### config.mk
export PLATFORM = sky130hd
export DESIGN_NAME = imem_loader_flat
export DESIGN_NICKNAME = d
export VERILOG_FILES = /design/src/rtl/imem_loader_if.sv /design/src/rtl/imem_loader.sv /design/src/flat_wrapper.sv
export SDC_FILE = /design/constraint.sdc
export NUM_CORES = 1
export LEC_CHECK = 0
export ABC_AREA = 1
export ABC_CLOCK_PERIOD_IN_PS = 1900
export CAP_MARGIN = 20
export CORE_MARGIN = 2
export CORE_UTILIZATION = 42
export DETAILED_ROUTE_END_ITERATION = 10
export GPL_ROUTABILITY_DRIVEN = 1
export PLACE_DENSITY = 0.8
export SLEW_MARGIN = 20
export SYNTH_ARGS = -nofsm -noshare
export SYNTH_HDL_FRONTEND = slang
export SYNTH_SLANG_ARGS = --single-unit
### constraint.sdc
create_clock -name clk -period 1.9 [get_ports clk]
set_input_delay 0.19 -clock clk [delete_from_list [all_inputs] [get_ports clk]]
set_output_delay 0.19 -clock clk [all_outputs]
set_load 0.1 [all_outputs]
### src/rtl/imem_loader_if.sv
// ============================================================================
// Module : imem_loader_if
// Desc   : Command handshake and instruction-memory write bus for imem_loader.
//          With IMEM_VERIFY_EN defined, also carries the read-back channel.
// Rev    : 1.0 - initial release
// ============================================================================
`default_nettype none

interface imem_loader_if #(
  parameter int ADDR_W = 8
);
  logic              cmd_valid;
  logic              cmd_ready;
  logic [2:0]        cmd_op;
  logic [4:0]        cmd_rs;
  logic [4:0]        cmd_rt;
  logic [4:0]        cmd_rd;
  logic [15:0]       cmd_imm;
  logic [25:0]       cmd_target;

  logic              imem_we;
  logic [ADDR_W-1:0] imem_addr;
  logic [31:0]       imem_wdata;

`ifdef IMEM_VERIFY_EN
  logic              imem_re;
  logic [31:0]       imem_rdata;

  // Command source / memory side
  modport master (
    output cmd_valid, cmd_op, cmd_rs, cmd_rt, cmd_rd, cmd_imm, cmd_target, imem_rdata,
    input  cmd_ready, imem_we, imem_addr, imem_wdata, imem_re
  );

  // Loader side
  modport slave (
    input  cmd_valid, cmd_op, cmd_rs, cmd_rt, cmd_rd, cmd_imm, cmd_target, imem_rdata,
    output cmd_ready, imem_we, imem_addr, imem_wdata, imem_re
  );
`else
  modport master (
    output cmd_valid, cmd_op, cmd_rs, cmd_rt, cmd_rd, cmd_imm, cmd_target,
    input  cmd_ready, imem_we, imem_addr, imem_wdata
  );

  modport slave (
    input  cmd_valid, cmd_op, cmd_rs, cmd_rt, cmd_rd, cmd_imm, cmd_target,
    output cmd_ready, imem_we, imem_addr, imem_wdata
  );
`endif

endinterface

`default_nettype wire

### src/rtl/imem_loader.sv
// ============================================================================
// Module : imem_loader
// Desc   : Encodes symbolic add/addi/lw/sw/bgtz/j commands into MIPS words and
//          writes them sequentially into instruction memory. Optional macro
//          IMEM_VERIFY_EN adds a read-back check after every write.
// Rev    : 1.0 - initial release
// ============================================================================
`default_nettype none

module imem_loader #(
  parameter int ADDR_W    = 8,
  parameter int DEPTH     = 256,
  parameter int BASE_ADDR = 0
) (
  input  logic              clk,
  input  logic              rst_n,
  input  logic              start,
  input  logic              finish,
  imem_loader_if.slave      bus,
  output logic [ADDR_W:0]   count,
  output logic              busy,
  output logic              full,
  output logic              done,
  output logic              err_op
`ifdef IMEM_VERIFY_EN
  ,
  output logic              verify_err
`endif
);

  localparam logic [ADDR_W-1:0] c_base     = ADDR_W'(BASE_ADDR);
  localparam logic [ADDR_W:0]   c_depth    = (ADDR_W+1)'(DEPTH);
  localparam logic [ADDR_W-1:0] c_addr_max = '1;

`ifdef IMEM_VERIFY_EN
  typedef enum logic [2:0] {
    S_IDLE  = 3'd0,
    S_LOAD  = 3'd1,
    S_WRITE = 3'd2,
    S_FULL  = 3'd3,
    S_DONE  = 3'd4,
    S_VRD   = 3'd5,
    S_VCHK  = 3'd6
  } state_t;
`else
  typedef enum logic [2:0] {
    S_IDLE  = 3'd0,
    S_LOAD  = 3'd1,
    S_WRITE = 3'd2,
    S_FULL  = 3'd3,
    S_DONE  = 3'd4
  } state_t;
`endif

  state_t            r_state;
  state_t            w_next;
  state_t            w_after;

  logic [ADDR_W-1:0] r_addr;
  logic [ADDR_W:0]   r_count;
  logic [31:0]       r_wdata;
  logic              r_err_op;
  logic              r_fin_pend;

  logic [31:0]       w_enc;
  logic              w_legal;
  logic              w_hs;
  logic              w_ready;
  logic              w_we;
  logic              w_advance;
  logic              w_fin_track;
  logic              w_start_ok;
  logic [ADDR_W:0]   w_count_inc;

`ifdef IMEM_VERIFY_EN
  logic              r_verify_err;
  logic              w_re;
  logic              w_vfail;
`endif

  // Instruction encoder; unused command fields never reach the word.
  always_comb begin
    w_enc   = 32'h0000_0000;
    w_legal = 1'b1;
    case (bus.cmd_op)
      3'd0:    w_enc = {6'h00, bus.cmd_rs, bus.cmd_rt, bus.cmd_rd, 5'h00, 6'h20};
      3'd1:    w_enc = {6'h08, bus.cmd_rs, bus.cmd_rt, bus.cmd_imm};
      3'd2:    w_enc = {6'h23, bus.cmd_rs, bus.cmd_rt, bus.cmd_imm};
      3'd3:    w_enc = {6'h2B, bus.cmd_rs, bus.cmd_rt, bus.cmd_imm};
      3'd4:    w_enc = {6'h07, bus.cmd_rs, 5'h00, bus.cmd_imm};
      3'd5:    w_enc = {6'h02, bus.cmd_target};
      default: w_legal = 1'b0;
    endcase
  end

  assign w_hs        = bus.cmd_valid & w_ready;
  assign w_count_inc = r_count + 1'b1;
  assign w_start_ok  = start & ((r_state == S_IDLE) | (r_state == S_DONE));

  // Where a completed write goes: a pending or concurrent finish wins over FULL.
  always_comb begin
    if (r_fin_pend || finish) begin
      w_after = S_DONE;
    end else if (w_count_inc == c_depth) begin
      w_after = S_FULL;
    end else begin
      w_after = S_LOAD;
    end
  end

  always_ff @(posedge clk or negedge rst_n) begin
    if (!rst_n) begin
      r_state <= S_IDLE;
    end else begin
      r_state <= w_next;
    end
  end

  always_comb begin
    w_next      = r_state;
    w_ready     = 1'b0;
    w_we        = 1'b0;
    w_advance   = 1'b0;
    w_fin_track = 1'b0;
`ifdef IMEM_VERIFY_EN
    w_re        = 1'b0;
    w_vfail     = 1'b0;
`endif
    case (r_state)
      S_IDLE: begin
        if (start) w_next = S_LOAD;
      end
      S_LOAD: begin
        w_ready = 1'b1;
        if (w_hs && w_legal) begin
          w_next      = S_WRITE;
          w_fin_track = 1'b1;
        end else if (finish) begin
          w_next = S_DONE;
        end
      end
      S_WRITE: begin
        w_we        = 1'b1;
        w_fin_track = 1'b1;
`ifdef IMEM_VERIFY_EN
        w_next      = S_VRD;
`else
        w_advance   = 1'b1;
        w_next      = w_after;
`endif
      end
`ifdef IMEM_VERIFY_EN
      S_VRD: begin
        w_re        = 1'b1;
        w_fin_track = 1'b1;
        w_next      = S_VCHK;
      end
      S_VCHK: begin
        w_fin_track = 1'b1;
        if (bus.imem_rdata == r_wdata) begin
          w_advance = 1'b1;
          w_next    = w_after;
        end else begin
          w_vfail = 1'b1;
          w_next  = S_DONE;
        end
      end
`endif
      S_FULL: begin
        if (finish) w_next = S_DONE;
      end
      S_DONE: begin
        if (start) w_next = S_LOAD;
      end
      default: w_next = S_IDLE;
    endcase
  end

  always_ff @(posedge clk or negedge rst_n) begin
    if (!rst_n) begin
      r_addr     <= c_base;
      r_count    <= '0;
      r_wdata    <= 32'h0000_0000;
      r_err_op   <= 1'b0;
      r_fin_pend <= 1'b0;
`ifdef IMEM_VERIFY_EN
      r_verify_err <= 1'b0;
`endif
    end else begin
      if (w_start_ok) begin
        r_addr     <= c_base;
        r_count    <= '0;
        r_err_op   <= 1'b0;
        r_fin_pend <= 1'b0;
`ifdef IMEM_VERIFY_EN
        r_verify_err <= 1'b0;
`endif
      end
      if (w_hs) begin
        if (w_legal) begin
          r_wdata <= w_enc;
        end else begin
          r_err_op <= 1'b1;
        end
      end
      if (finish && w_fin_track) r_fin_pend <= 1'b1;
      if (w_next == S_DONE) r_fin_pend <= 1'b0;
      if (w_advance) begin
        // Saturate rather than wrap when the session ends on the top word.
        if (r_addr != c_addr_max) r_addr <= r_addr + 1'b1;
        r_count <= w_count_inc;
      end
`ifdef IMEM_VERIFY_EN
      if (w_vfail) r_verify_err <= 1'b1;
`endif
    end
  end

  assign bus.cmd_ready  = w_ready;
  assign bus.imem_we    = w_we;
  assign bus.imem_addr  = r_addr;
  assign bus.imem_wdata = r_wdata;

  assign count  = r_count;
  assign busy   = (r_state != S_IDLE) && (r_state != S_DONE);
  assign full   = (r_state == S_FULL);
  assign done   = (r_state == S_DONE);
  assign err_op = r_err_op;

`ifdef IMEM_VERIFY_EN
  assign bus.imem_re = w_re;
  assign verify_err  = r_verify_err;
`endif

endmodule

`default_nettype wire
### src/flat_wrapper.sv
// flat-port wrapper written by rule: the top's interface ports become plain ports
module imem_loader_flat 
#(
  parameter int ADDR_W    = 8,
  parameter int DEPTH     = 256,
  parameter int BASE_ADDR = 0
)
  (clk, rst_n, start, finish, count, busy, full, done, err_op, bus_cmd_valid, bus_cmd_op, bus_cmd_rs, bus_cmd_rt, bus_cmd_rd, bus_cmd_imm, bus_cmd_target, bus_cmd_ready, bus_imem_we, bus_imem_addr, bus_imem_wdata);
  imem_loader_if #(.ADDR_W(ADDR_W)) bus_i ();
  input  logic clk;
  input  logic rst_n;
  input  logic start;
  input  logic finish;
  output logic [ADDR_W:0] count;
  output logic busy;
  output logic full;
  output logic done;
  output logic err_op;
  input wire logic [$bits(bus_i.cmd_valid)-1:0] bus_cmd_valid;
  input wire logic [$bits(bus_i.cmd_op)-1:0] bus_cmd_op;
  input wire logic [$bits(bus_i.cmd_rs)-1:0] bus_cmd_rs;
  input wire logic [$bits(bus_i.cmd_rt)-1:0] bus_cmd_rt;
  input wire logic [$bits(bus_i.cmd_rd)-1:0] bus_cmd_rd;
  input wire logic [$bits(bus_i.cmd_imm)-1:0] bus_cmd_imm;
  input wire logic [$bits(bus_i.cmd_target)-1:0] bus_cmd_target;
  output wire logic [$bits(bus_i.cmd_ready)-1:0] bus_cmd_ready;
  output wire logic [$bits(bus_i.imem_we)-1:0] bus_imem_we;
  output wire logic [$bits(bus_i.imem_addr)-1:0] bus_imem_addr;
  output wire logic [$bits(bus_i.imem_wdata)-1:0] bus_imem_wdata;
  assign bus_i.cmd_valid = bus_cmd_valid;
  assign bus_i.cmd_op = bus_cmd_op;
  assign bus_i.cmd_rs = bus_cmd_rs;
  assign bus_i.cmd_rt = bus_cmd_rt;
  assign bus_i.cmd_rd = bus_cmd_rd;
  assign bus_i.cmd_imm = bus_cmd_imm;
  assign bus_i.cmd_target = bus_cmd_target;
  assign bus_cmd_ready = bus_i.cmd_ready;
  assign bus_imem_we = bus_i.imem_we;
  assign bus_imem_addr = bus_i.imem_addr;
  assign bus_imem_wdata = bus_i.imem_wdata;
  imem_loader #(.ADDR_W(ADDR_W), .DEPTH(DEPTH), .BASE_ADDR(BASE_ADDR)) u_core (.clk(clk), .rst_n(rst_n), .start(start), .finish(finish), .bus(bus_i), .count(count), .busy(busy), .full(full), .done(done), .err_op(err_op));
endmodule
# ---- After elaboration in Yosys (flattened, before gate mapping)
# Cells that the tools add are included.
dict set report totals {
  register_bits 54
  input_bits 65
  out_inout_bits 55
  word_cells 59
}
dict set report op_classes {
  add_sub_neg 2
  eq_ne 13
  muxes 23
  bitwise 3
  reduce_logical 12
}
# op count
set op_table {}
lappend op_table {{32-bit one-hot mux with 6 select lines} 1}
lappend op_table {{8-bit 2-to-1 mux} 3}
lappend op_table {{9-bit 2-to-1 mux} 2}
lappend op_table {{3-bit by 2-bit == test with 1-bit output, second input constant} 4}
lappend op_table {{3-bit == test, second input constant} 4}
lappend op_table {{3-bit 2-to-1 mux} 4}
lappend op_table {{3-bit one-hot mux with 4 select lines} 1}
lappend op_table {{1-bit 2-to-1 mux} 10}
lappend op_table {{9-bit by 1-bit adder with 9-bit output, second input constant} 1}
lappend op_table {{9-bit == test, second input constant} 1}
lappend op_table {{8-bit by 1-bit adder with 8-bit output, second input constant} 1}
lappend op_table {{8-bit != test, second input constant} 1}
lappend op_table {{3-bit by 1-bit == test with 1-bit output, second input constant} 2}
lappend op_table {{3-bit zero test} 2}
lappend op_table {{3-bit nonzero test} 2}
lappend op_table {{6-bit OR reduction} 1}
lappend op_table {{1-bit logical AND} 3}
lappend op_table {{3-bit != test, second input constant} 1}
lappend op_table {{1-bit bitwise AND} 2}
lappend op_table {{2-bit 2-to-1 mux} 1}
lappend op_table {{1-bit one-hot mux with 2 select lines} 1}
lappend op_table {{2-bit AND reduction} 1}
lappend op_table {{2-bit nonzero test} 1}
lappend op_table {{2-bit OR reduction} 1}
lappend op_table {{2 further kinds} 2}

# ---- Longest topological paths before layout
dict set report depth {
  word_depth 9
  ltp_mapped 10
  mapped_depth_nobuf 10
}

# ---- Worst setup path after synthesis
# No wires, ideal clock.
dict set report synth_path {
  path_kind {flip-flop to output port}
  start {reg u_core.r_state[1]}
  end {out done}
  arrival_ns 2.397
  required_ns 1.710
  path_slack_ns -0.687
  stages_incl_launch_ff 4
  path_buffers 0
  path_cell_list {dfrtp_1 -> nor2_1 -> inv_1 -> nor2_1}
}
dict set report synth_via {
  elab_chain_len 1
}
# element line
set synth_lines {}
lappend synth_lines {{start: declaration} imem_loader.sv:55} ;# state_t r_state;
lappend synth_lines {{start signal: assignment} imem_loader.sv:115} ;# r_state <= w_next;
lappend synth_lines {{3-bit == test} imem_loader.sv:227} ;# assign done = (r_state == S_DONE);
lappend synth_lines {{end: declaration} flat_wrapper.sv:17} ;# output logic done;
# No other way between the ends.

# ---- Final worst setup path
dict set report layout_path {
  start {reg u_core.r_state[1]}
  end {out bus_imem_we}
}
dict set report layout_via {
  elab_chain_len 2
}
# element line
set layout_lines {}
lappend layout_lines {{3-bit by 2-bit == test with 1-bit output} imem_loader.sv:129} ;# case (r_state)
lappend layout_lines {{1-bit 2-to-1 mux} imem_loader.sv:129}
lappend layout_lines {{end: declaration} flat_wrapper.sv:27} ;# output wire logic [$bits(bus_i.imem_we)-1:0] bus_imem_we;
# No other way between the ends.

==> results.tsv <==
stage	metric	value	unit
floorplanning	dieArea	7260	µm²
timing	finalCritPeriodShare	0.923	
worst_setup_path	r2r-end	u_core.bus.imem_addr[0]	
yosys	ys_seq_elements	53	
timing	skew	0.0102	ns
hold_path	hold_path_class	primary input to register	
yosys	yosys-mux-area-fraction	0	
run	cap_viol_max_count	0	
routing	dr_wl_met2	3.92	mm
worst_setup_path	rrSetupSlack	0.22	ns
routing	topRoutingLayerUsed	met4	
routing	wl_met1	3.24	mm
timing	holdWs	0.437	ns
global_route	grt_max_degree	31	
cts	worstSkewPairLatency	0.30	ns
yosys	yosysUniqueCellTypes	33	
cts	cts_tree	yes	
yosys	synth-main-ff-cell	dfrtp_1	
cts	root_buffer	clkbuf_8	
floorplanning	num_rows	29	
yosys	yosys_warnings	0	
placed_design	place_inst	551	
floorplanning	start_util	0.436	
global_route	grt_antenna_before_repair	0	
floorplanning	die_h	85.2	µm
routing	num_vias	2889	
timing	fmax	0.570	GHz
yosys	synth_nets	428	
timing	finalHoldViolations	0	
cts	clock_sinks	53	
global_route	grt_pass1_wl	12.7	mm
global_route	track_usage	0.215	
timing	min_period	1.75	ns
hold_path	hold_start	bus_cmd_imm[6]	
timing	setup_viol_count_final	0	
yosys	netlist_area	2770	µm²
routing	via_per_inst	5.16	
cts	post_cts_buffers	0	
routing	drtPass1Iterations	5	
yosys	synth_top_family_by_area	simple AND/OR/NAND/NOR gates	
power_and_ir_drop	power.total	0.00754	W
worst_setup_path	critPathMaxFanout	12	
floorplanning	core_area	6350	µm²
yosys	synthXorXnorAreaFrac	0.00949	
placed_design	io_buffers	118	
worst_setup_path	r2r_cells	7	
floorplanning	io_pins	120	
placed_design	pre_cts_ws	0.109	ns
worst_setup_path	cp-endpoint	bus_imem_we	
routing	drtIter0Drc	158	
global_route	grt_overflow	0	
routing	wl_met3	596	µm
yosys	syn_avg_cell_area	7.69	µm²
finish	layout-area-overhead-vs-synth	48.4	%
timing	grt_setup_unrepaired	false	
cts	htreeDepth	2	
worst_setup_path	cp-end-kind	output port	
yosys	ys_seq_area_frac	0.479	
yosys	synth_compound_area_frac	0.152	
finish	fillers	573	
worst_setup_path	crit_arrival	1.56	ns
routing	ant_nets	0	
timing	setup_slack	0.146	ns
routing	remaining_drc_errors	0	
power_and_ir_drop	power_density	1830	nW/µm²
cts	cts_buffers	5	
power_and_ir_drop	p_leak	1.91	nW
cts	clk_path_buf_depth	2	
yosys	synthAdderAreaFrac	0.0136	
yosys	async_flop_share	1.00	
timing	slew_headroom	0.596	
power_and_ir_drop	vdd_drop_max	0.00138	V
status	status	finished, final reports clean	
floorplanning	die_x	85.2	µm
routing	routed_wl	7.80	mm
finish	final_cell_count_no_fill	560	
finish	diodes	0	
global_route	grt_pass1_vias	2784	
routing	wire_per_inst	13.9	µm
finish	layout-drive-gt1-share	0.188	
worst_setup_path	start_kind	register	
timing	setup_tns	0	ns
yosys	synth_edf_count	0	
worst_setup_path	crit_path_start	u_core.r_state[1]	
finish	layout.nets	550	
finish	final_common_cell	nand2_1	
finish	final_cell_mix	nand2_1, clkdlybuf4s50_1, buf_4	
yosys	syn_inst	360	
placed_design	dp_hpwl	6.07	mm
timing	finalMaxSlewViolations	0	
worst_setup_path	worstSetupPathType	register to output port	
worst_setup_path	required	1.71	ns
worst_setup_path	crit-reg2reg-launch	u_core.bus.imem_addr[0]	
cts	path_clk_slew	0.09	ns
timing	worstMarginPinSlew	0.606	ns
yosys	synth-simple-area-share	0.278	
placed_design	routabilityCongestion	0.835	
[power breakdown]
group          leakage [nW]  internal (W)  total, W  switching, W
Combinational          1.21       0.00112   0.00505       0.00393
Clock                0.0385      0.000262  0.000629      0.000367
Sequential            0.658       0.00155   0.00186      0.000310
Total                  1.91       0.00293   0.00754       0.00460
[worst min-delay path by stage]
| stage | to | slack, ns | depth (start not counted) |
|---|---|---|---|
| 2_1_floorplan | u_core.bus.imem_addr[0] | -0.11 | 0 |
| 3_3_place_gp | u_core.bus.imem_wdata[29] | 0.23 | 1 |
| 3_5_place_dp | u_core.bus.imem_wdata[29] | 0.23 | 1 |
| 4_1_cts | u_core.bus.imem_wdata[6] | 0.43 | 3 |
| 5_1_grt | u_core.bus.imem_wdata[1] | 0.45 | 3 |
| 6_report | u_core.bus.imem_wdata[6] | 0.44 | 3 |
[critical path, cell delays in order (launching register included)]
cell and delay (ns):
dfrtp_1 0.46, nand2_1 0.16, clkinvlp_4 0.25, buf_4 0.23, buf_12 0.16
[sequential cells by signal, summed over array words and instances, names as in the netlist]
register	cells
u_core.bus.imem_addr	8
u_core.count	9
u_core.err_op	1
u_core.r_fin_pend	1
u_core.r_state	3
u_core.bus.imem_wdata	31
[through the flow]
step	utilization	instance area, µm²
2_1_floorplan	-	2790
3_3_place_gp	0.632	4010
3_5_place_dp	0.632	4010
4_1_cts	0.647	4110
5_1_grt	0.647	4110
6_report	0.647	4110
[synthesized netlist by cell type (3+ instances only)]
| cell | instances | area share |
|---|---|---|
| o22ai_1 | 6 | 0.014 |
| nand2_1 | 103 | 0.14 |
| buf_2 | 8 | 0.014 |
| o21ai_0 | 23 | 0.042 |
| nor2_1 | 41 | 0.056 |
| ha_1 | 3 | 0.014 |
| nand4_1 | 5 | 0.011 |
| clkbuf_1 | 4 | 0.0054 |
| a21oi_1 | 31 | 0.056 |
| nand3_1 | 25 | 0.045 |
| a31oi_1 | 10 | 0.023 |
| dfrtp_1 | 53 | 0.48 |
| inv_1 | 24 | 0.033 |
[kinds of logic (layout without fill, tap and decap cells)]
family / count (synthesis) / count (layout)
and+or+nand+nor: 182 / 182
AOI/OAI and AO/OA: 76 / 76
DFF: 53 / 53
buffers and inverters: 42 / 165
adders and majority gates: 3 / 3
xor gates and xnor gates: 3 / 3
other: 1 / 1
[routing by layer]
metal / track usage / vias to the layer above
met4: 0.0346 / 0
met3: 0.0584 / 4
li1: - / 1431
met5: 0 / -
met2: 0.378 / 107
met1: 0.270 / 1347
[final cells by class]
type / instances / area (µm²) / share of cell area
flip-flops and latches: 53 / 1340 / 0.325
multi-input cells: 265 / 1270 / 0.308
repair buffers: 130 / 1220 / 0.297
inverters: 27 / 106 / 0.0259
well taps: 77 / 96.3 / 0.0234
clock buffers: 7 / 76.3 / 0.0186
clock inverters: 1 / 7.51 / 0.00183
[what timing repair did]
item                                    CTS  global route
hold endpoints to repair                 25             0
hold buffers                              1             0
endpoints found under the setup margin    0             1
gates resized for setup                   0             1
Power figures use the tool's default switching activity.
